File: config.mk
export PLATFORM = sky130hd
export DESIGN_NAME = bitrev_reorder_buf
export DESIGN_NICKNAME = d
export VERILOG_FILES = /design/src/rtl/bitrev_reorder_buf.sv
export SDC_FILE = /design/constraint.sdc
export NUM_CORES = 1
export LEC_CHECK = 0
export CAP_MARGIN = 20
export CORE_UTILIZATION = 60
export CTS_CLUSTER_DIAMETER = 120
export DETAILED_ROUTE_END_ITERATION = 7
export GPL_ROUTABILITY_DRIVEN = 1
export PLACE_DENSITY_LB_ADDON = 0.1
export SETUP_SLACK_MARGIN = 0.4
export SLEW_MARGIN = 20
export SYNTH_ARGS = -nofsm -noshare
export SYNTH_HDL_FRONTEND = slang
export SYNTH_SLANG_ARGS = --single-unit
File: constraint.sdc
create_clock -name clk -period 5.7 [get_ports clk]
set_clock_uncertainty 0.15 [all_clocks]
set_input_delay 1.71 -clock clk [delete_from_list [all_inputs] [get_ports clk]]
set_output_delay 1.71 -clock clk [all_outputs]
set_load 0.01 [all_outputs]
File: src/rtl/bitrev_reorder_buf.sv
// -----------------------------------------------------------------------------
// bitrev_reorder_buf
//
// Streaming reorder buffer that sits after the R2SDF FFT pipeline. The last
// butterfly stage emits samples in bit-reversed order. This block writes each
// sample at bitrev(arrival count) and reads the bank back in natural order.
// Two ping-pong banks of 2**N complex words let one frame fill while the
// previous frame drains, so the buffer can stream at full rate.
//
// Parameters
//   N  log2 of FFT size (frame = 2**N samples)
//   W  width of each real/imag component (passed through untouched)
//
// Ports
//   clk        rising-edge clock
//   rst_n      asynchronous active-low reset
//   in_valid   input sample valid
//   in_ready   buffer can accept (depends on registers only)
//   in_re      real part, bit-reversed order
//   in_im      imag part, bit-reversed order
//   out_valid  output register holds a valid sample
//   out_ready  downstream accepts
//   out_re     real part, natural order
//   out_im     imag part, natural order
//   out_last   high with sample index 2**N-1 of each frame
//   frame_cnt  frames fully drained, 16-bit wrapping
//              (present only when BITREV_FRAME_CNT_EN is defined)
//
// Configuration macro: BITREV_FRAME_CNT_EN
// -----------------------------------------------------------------------------
module bitrev_reorder_buf #(
    parameter int N = 4,
    parameter int W = 16
) (
    input  logic         clk,
    input  logic         rst_n,
    input  logic         in_valid,
    output logic         in_ready,
    input  logic [W-1:0] in_re,
    input  logic [W-1:0] in_im,
    output logic         out_valid,
    input  logic         out_ready,
    output logic [W-1:0] out_re,
    output logic [W-1:0] out_im,
    output logic         out_last
`ifdef BITREV_FRAME_CNT_EN
    ,
    output logic [15:0]  frame_cnt
`endif
);

    localparam int DEPTH = 1 << N;

    // Mirror index bits: bit j of i lands on bit N-1-j.
    function automatic logic [N-1:0] bitrev(input logic [N-1:0] i);
        logic [N-1:0] r;
        r = '0;
        for (int j = 0; j < N; j++) begin
            r[N-1-j] = i[j];
        end
        return r;
    endfunction

    // Two banks of complex words, {re, im}. Contents are not reset: every
    // location is rewritten before a bank is marked full.
    logic [2*W-1:0] mem [0:1][0:DEPTH-1];

    logic [N-1:0]   wr_cnt;
    logic [N-1:0]   rd_cnt;
    logic           wr_bank;
    logic           rd_bank;
    logic [1:0]     bank_full;

    logic           wr_en;
    logic           wr_last;
    logic           rd_en;
    logic           rd_last;
    logic [2*W-1:0] rd_data;

    assign in_ready = !bank_full[wr_bank];
    assign wr_en    = in_valid && in_ready;
    assign wr_last  = wr_en && (&wr_cnt);

    // Load the output register whenever the read bank is full and the
    // register is empty or being emptied this cycle.
    assign rd_en    = bank_full[rd_bank] && (!out_valid || out_ready);
    assign rd_last  = rd_en && (&rd_cnt);

    assign rd_data  = mem[rd_bank][rd_cnt];

    always_ff @(posedge clk) begin
        if (wr_en) begin
            mem[wr_bank][bitrev(wr_cnt)] <= {in_re, in_im};
        end
    end

    // Write side. wr_cnt wraps naturally at 2**N.
    always_ff @(posedge clk or negedge rst_n) begin
        if (!rst_n) begin
            wr_cnt  <= '0;
            wr_bank <= 1'b0;
        end else if (wr_en) begin
            wr_cnt <= wr_cnt + 1'b1;
            if (wr_last) begin
                wr_bank <= !wr_bank;
            end
        end
    end

    // Bank occupancy. A set can only target a bank that is not full and a
    // clear can only target a bank that is full, so a same-cycle set and
    // clear always hit different bits and both take effect.
    always_ff @(posedge clk or negedge rst_n) begin
        if (!rst_n) begin
            bank_full <= 2'b00;
        end else begin
            if (wr_last) begin
                bank_full[wr_bank] <= 1'b1;
            end
            if (rd_last) begin
                bank_full[rd_bank] <= 1'b0;
            end
        end
    end

    // Read side and output register.
    always_ff @(posedge clk or negedge rst_n) begin
        if (!rst_n) begin
            rd_cnt    <= '0;
            rd_bank   <= 1'b0;
            out_valid <= 1'b0;
            out_last  <= 1'b0;
            out_re    <= '0;
            out_im    <= '0;
        end else if (rd_en) begin
            out_re    <= rd_data[2*W-1:W];
            out_im    <= rd_data[W-1:0];
            out_valid <= 1'b1;
            out_last  <= &rd_cnt;
            rd_cnt    <= rd_cnt + 1'b1;
            if (rd_last) begin
                rd_bank <= !rd_bank;
            end
        end else if (out_valid && out_ready) begin
            // Sample taken with nothing to replace it; data holds its value.
            out_valid <= 1'b0;
            out_last  <= 1'b0;
        end
    end

`ifdef BITREV_FRAME_CNT_EN
    // Counts frames whose final sample has left the output register.
    always_ff @(posedge clk or negedge rst_n) begin
        if (!rst_n) begin
            frame_cnt <= '0;
        end else if (out_valid && out_ready && out_last) begin
            frame_cnt <= frame_cnt + 16'd1;
        end
    end
`endif

endmodule

==> reports/results.tsv <==
metric	value	unit
CTS root buf	clkbuf_16	
WL per Instance	30.2	um
Pre-antenna DRT Iters	5	
Max stage delay cell, worst path	nor2_4	
Final Net Count	2402	
initial antenna violation count	0	
H-tree depth	3	
min-delay src	out_im[11]	
Leak	14.8	nW
synthesized cell area	0.0421	mm2
number of global-route vias before repair	21028	
Final Hold Viols	0	
global-route wire length before repair	147	mm
Max VDD drop	395	uV
Post-DRT Antenna Nets	0	
CP max FO	17	
Max Transition Viols Final	0	
# diodes	0	
Max Buffers Root-to-Sink	3	
CTS tree	built	
synth unique cells	38	
Synth Flop Type	edfxtp_1	
CTS sink cnt	1070	
Hold WC Path Type	reg2reg	
initial DRC count	2279	
Overflow after GRT	0	
Cells on Worst Hold Path	2	
Worst Tran Pin Value	1.13	ns
gp weighted congestion	0.846	
clock slew at reported path FFs	0.06	ns
Max transition margin	24.6	%
IO buf count	70	
number of CTS-inserted buffers	102	
CP max stage delay	0.64	ns
post-detail-place hpwl	61.0	mm
Synth Register Bits	1070	
CP required	5.87	ns
core area	0.0689	mm2
Worst R2R Setup Slack	2.32	ns
post-route cell area	0.0475	mm2
residual DRC count	0	
Startpoint Class	primary input	
layout cells sized above 1	16.4	%
post-CTS setup repair buffer count	0	
Rows	96	
synth-to-layout area growth	12.9	%
final setup vio count	0	
CP Cell Sequence	clkdlybuf4s50_1 > and2_1 > nand2_1 > nor2_4 > buf_4	
Arr. time, crit path	4.09	ns
setup TNS	0	ns
EDFF count, synth	1024	
crit path kind	in2reg	
fmax	255	MHz
syn nets	2271	
sequential cell area fraction in the yosys report	75.8	%
# IOs	71	
Synth Warn #	0	
CTS Hold Bufs	0	
RSZ-0062 raised after global routing	false	
Final period util	68.8	%
drt via density	6.40	
Setup crit end kind	flip-flop	
critical path's top delay family	simple AND/OR/NAND/NOR gates	
Die Width	267	um
max-cap viol count	0	
Crit path buffers/inverters	2	
Async SR Flop Fraction	4.30	%
Initial Util	61.0	%
status	complete, no violations	
worst-case reg-to-reg path depth	6	
largest net degree at the start of global routing	76	
origin of the critical flop-to-flop path	rd_bank	
vias	21645	
Placed Area	0.0441	mm2
Chip Height	267	um
Worst-Skew Late Latency	0.66	ns
P per Cell Area	463	mW/mm2
r2r endpoint	out_re[11]	
WL final	102	mm
GR Util All Layers	29.2	%
synthesized area per cell	18.9	um2
post-synthesis cell count	2230	
Min-Delay Endpoint	out_im[11]	
min Tclk post-route	3.92	ns
die area	0.0712	mm2
post-cts repair resize count	0	
==> report_power, final <==
part / leakage (nW) / switching (mW) / internal [mW]
logic: 3.30 / 3.74 / 2.01
clock network: 1.68 / 2.80 / 3.97
registers: 9.78 / 0.304 / 9.16
total: 14.8 / 6.85 / 15.1
==> cells by family after synthesis <==
| group | count (synthesis) | synth area share (%) |
|---|---|---|
| mux | 514 | 12.2 |
| fa+ha+maj | 5 | 0.149 |
| simple gates | 100 | 1.01 |
| buf+inv | 143 | 2.21 |
| xor+xnor | 8 | 0.167 |
| flops | 1070 | 75.8 |
| compound gates | 390 | 8.43 |
==> worst min-delay path, cell delays in order, from the launching register on <==
cell     delay (ns)
dfrtp_1        0.35
nand2_1        0.07
o41ai_2        0.05
==> layout by cell type (no fill, tap or decap), drive strengths merged, types with 35 or more instances in the layout <==
cell,netlist,routed
mux2i,514,514
a221oi,64,64
a22oi,128,128
clkbuf,67,143
clkinv,0,35
clkdlybuf4s50,0,58
buf,70,106
edfxtp,1024,1024
nand2,50,50
a22o,64,64
dfrtp,46,46
a21oi,66,66
==> how the worst max path moves through the flow <==
stage	cells past startpoint	end	from
3_3_place_gp	5	mem[0][489]	in_valid
5_1_grt	5	mem[1][299]	in_valid
4_1_cts	5	mem[1][303]	in_valid
2_1_floorplan	4	mem[0][0]	in_valid
3_5_place_dp	5	mem[0][489]	in_valid
6_report	5	mem[1][299]	in_valid
==> cells in the mapped netlist, drive strengths merged, types with 2 or more instances <==
cell | number | area, um2
edfxtp | 1024 | 30700
mux2i | 514 | 5140
a22oi | 128 | 961
buf | 70 | 639
clkbuf | 67 | 267
a21oi | 66 | 330
a221oi | 64 | 948
a22o | 64 | 561
nand2 | 50 | 188
dfrtp | 46 | 1150
o22ai | 32 | 200
o41ai | 32 | 521
nor2 | 30 | 113
inv | 6 | 22.5
xnor2 | 6 | 52.6
ha | 5 | 62.6
nor3 | 4 | 20.0
and2 | 3 | 18.8
nand2b | 2 | 12.5
nand3b | 2 | 15.0
nand4 | 2 | 12.5
nor2b | 2 | 12.5
o21ai | 2 | 10.0
or3b | 2 | 17.5
xor2 | 2 | 17.5
==> through the flow <==
step	setup WS, ns	total power, mW	hold WS (ns)	cells	util, %
final	1.78	22.0	0.357	3380	68.9
after global routing	1.70	22.7	0.387	3380	68.9
after CTS	1.81	22.1	0.361	3380	68.9
after detailed placement	1.13	15.3	0.340	3188	64.0
after global placement	1.17	15.3	0.331	3188	64.0
after floorplan	0.656	13.1	0.352	2230	-
==> per-layer routing <==
layer | vias up | global-route usage [%] | part of all wire (%)
met5 | - | 0 | 0
met4 | 0 | 6.59 | 1.9
met3 | 118 | 4.34 | 7.8
met2 | 951 | 46.5 | 48
met1 | 11217 | 43.2 | 42
li1 | 9359 | - | -
==> layout make-up <==
class / count / area (um2)
Fill cell: 4455 / 21400
Clock inverter: 49 / 484
Sequential cell: 1070 / 31900
Inverter: 6 / 22.5
Timing Repair Buffer: 164 / 1500
Clock buffer: 143 / 2910
Tap cell: 931 / 1160
Multi-Input combinational cell: 1017 / 9520
==> registers in the layout, indices dropped and copies added (netlist names) <==
| register | flops |
|---|---|
| bank_full | 2 |
| out_re | 16 |
| out_valid | 1 |
| mem | 1024 |
| out_last | 1 |
| rd_cnt | 4 |
| out_im | 16 |
| wr_cnt | 4 |
| rd_bank | 1 |
| wr_bank | 1 |
No activity file was read; power rests on OpenSTA's default activity.
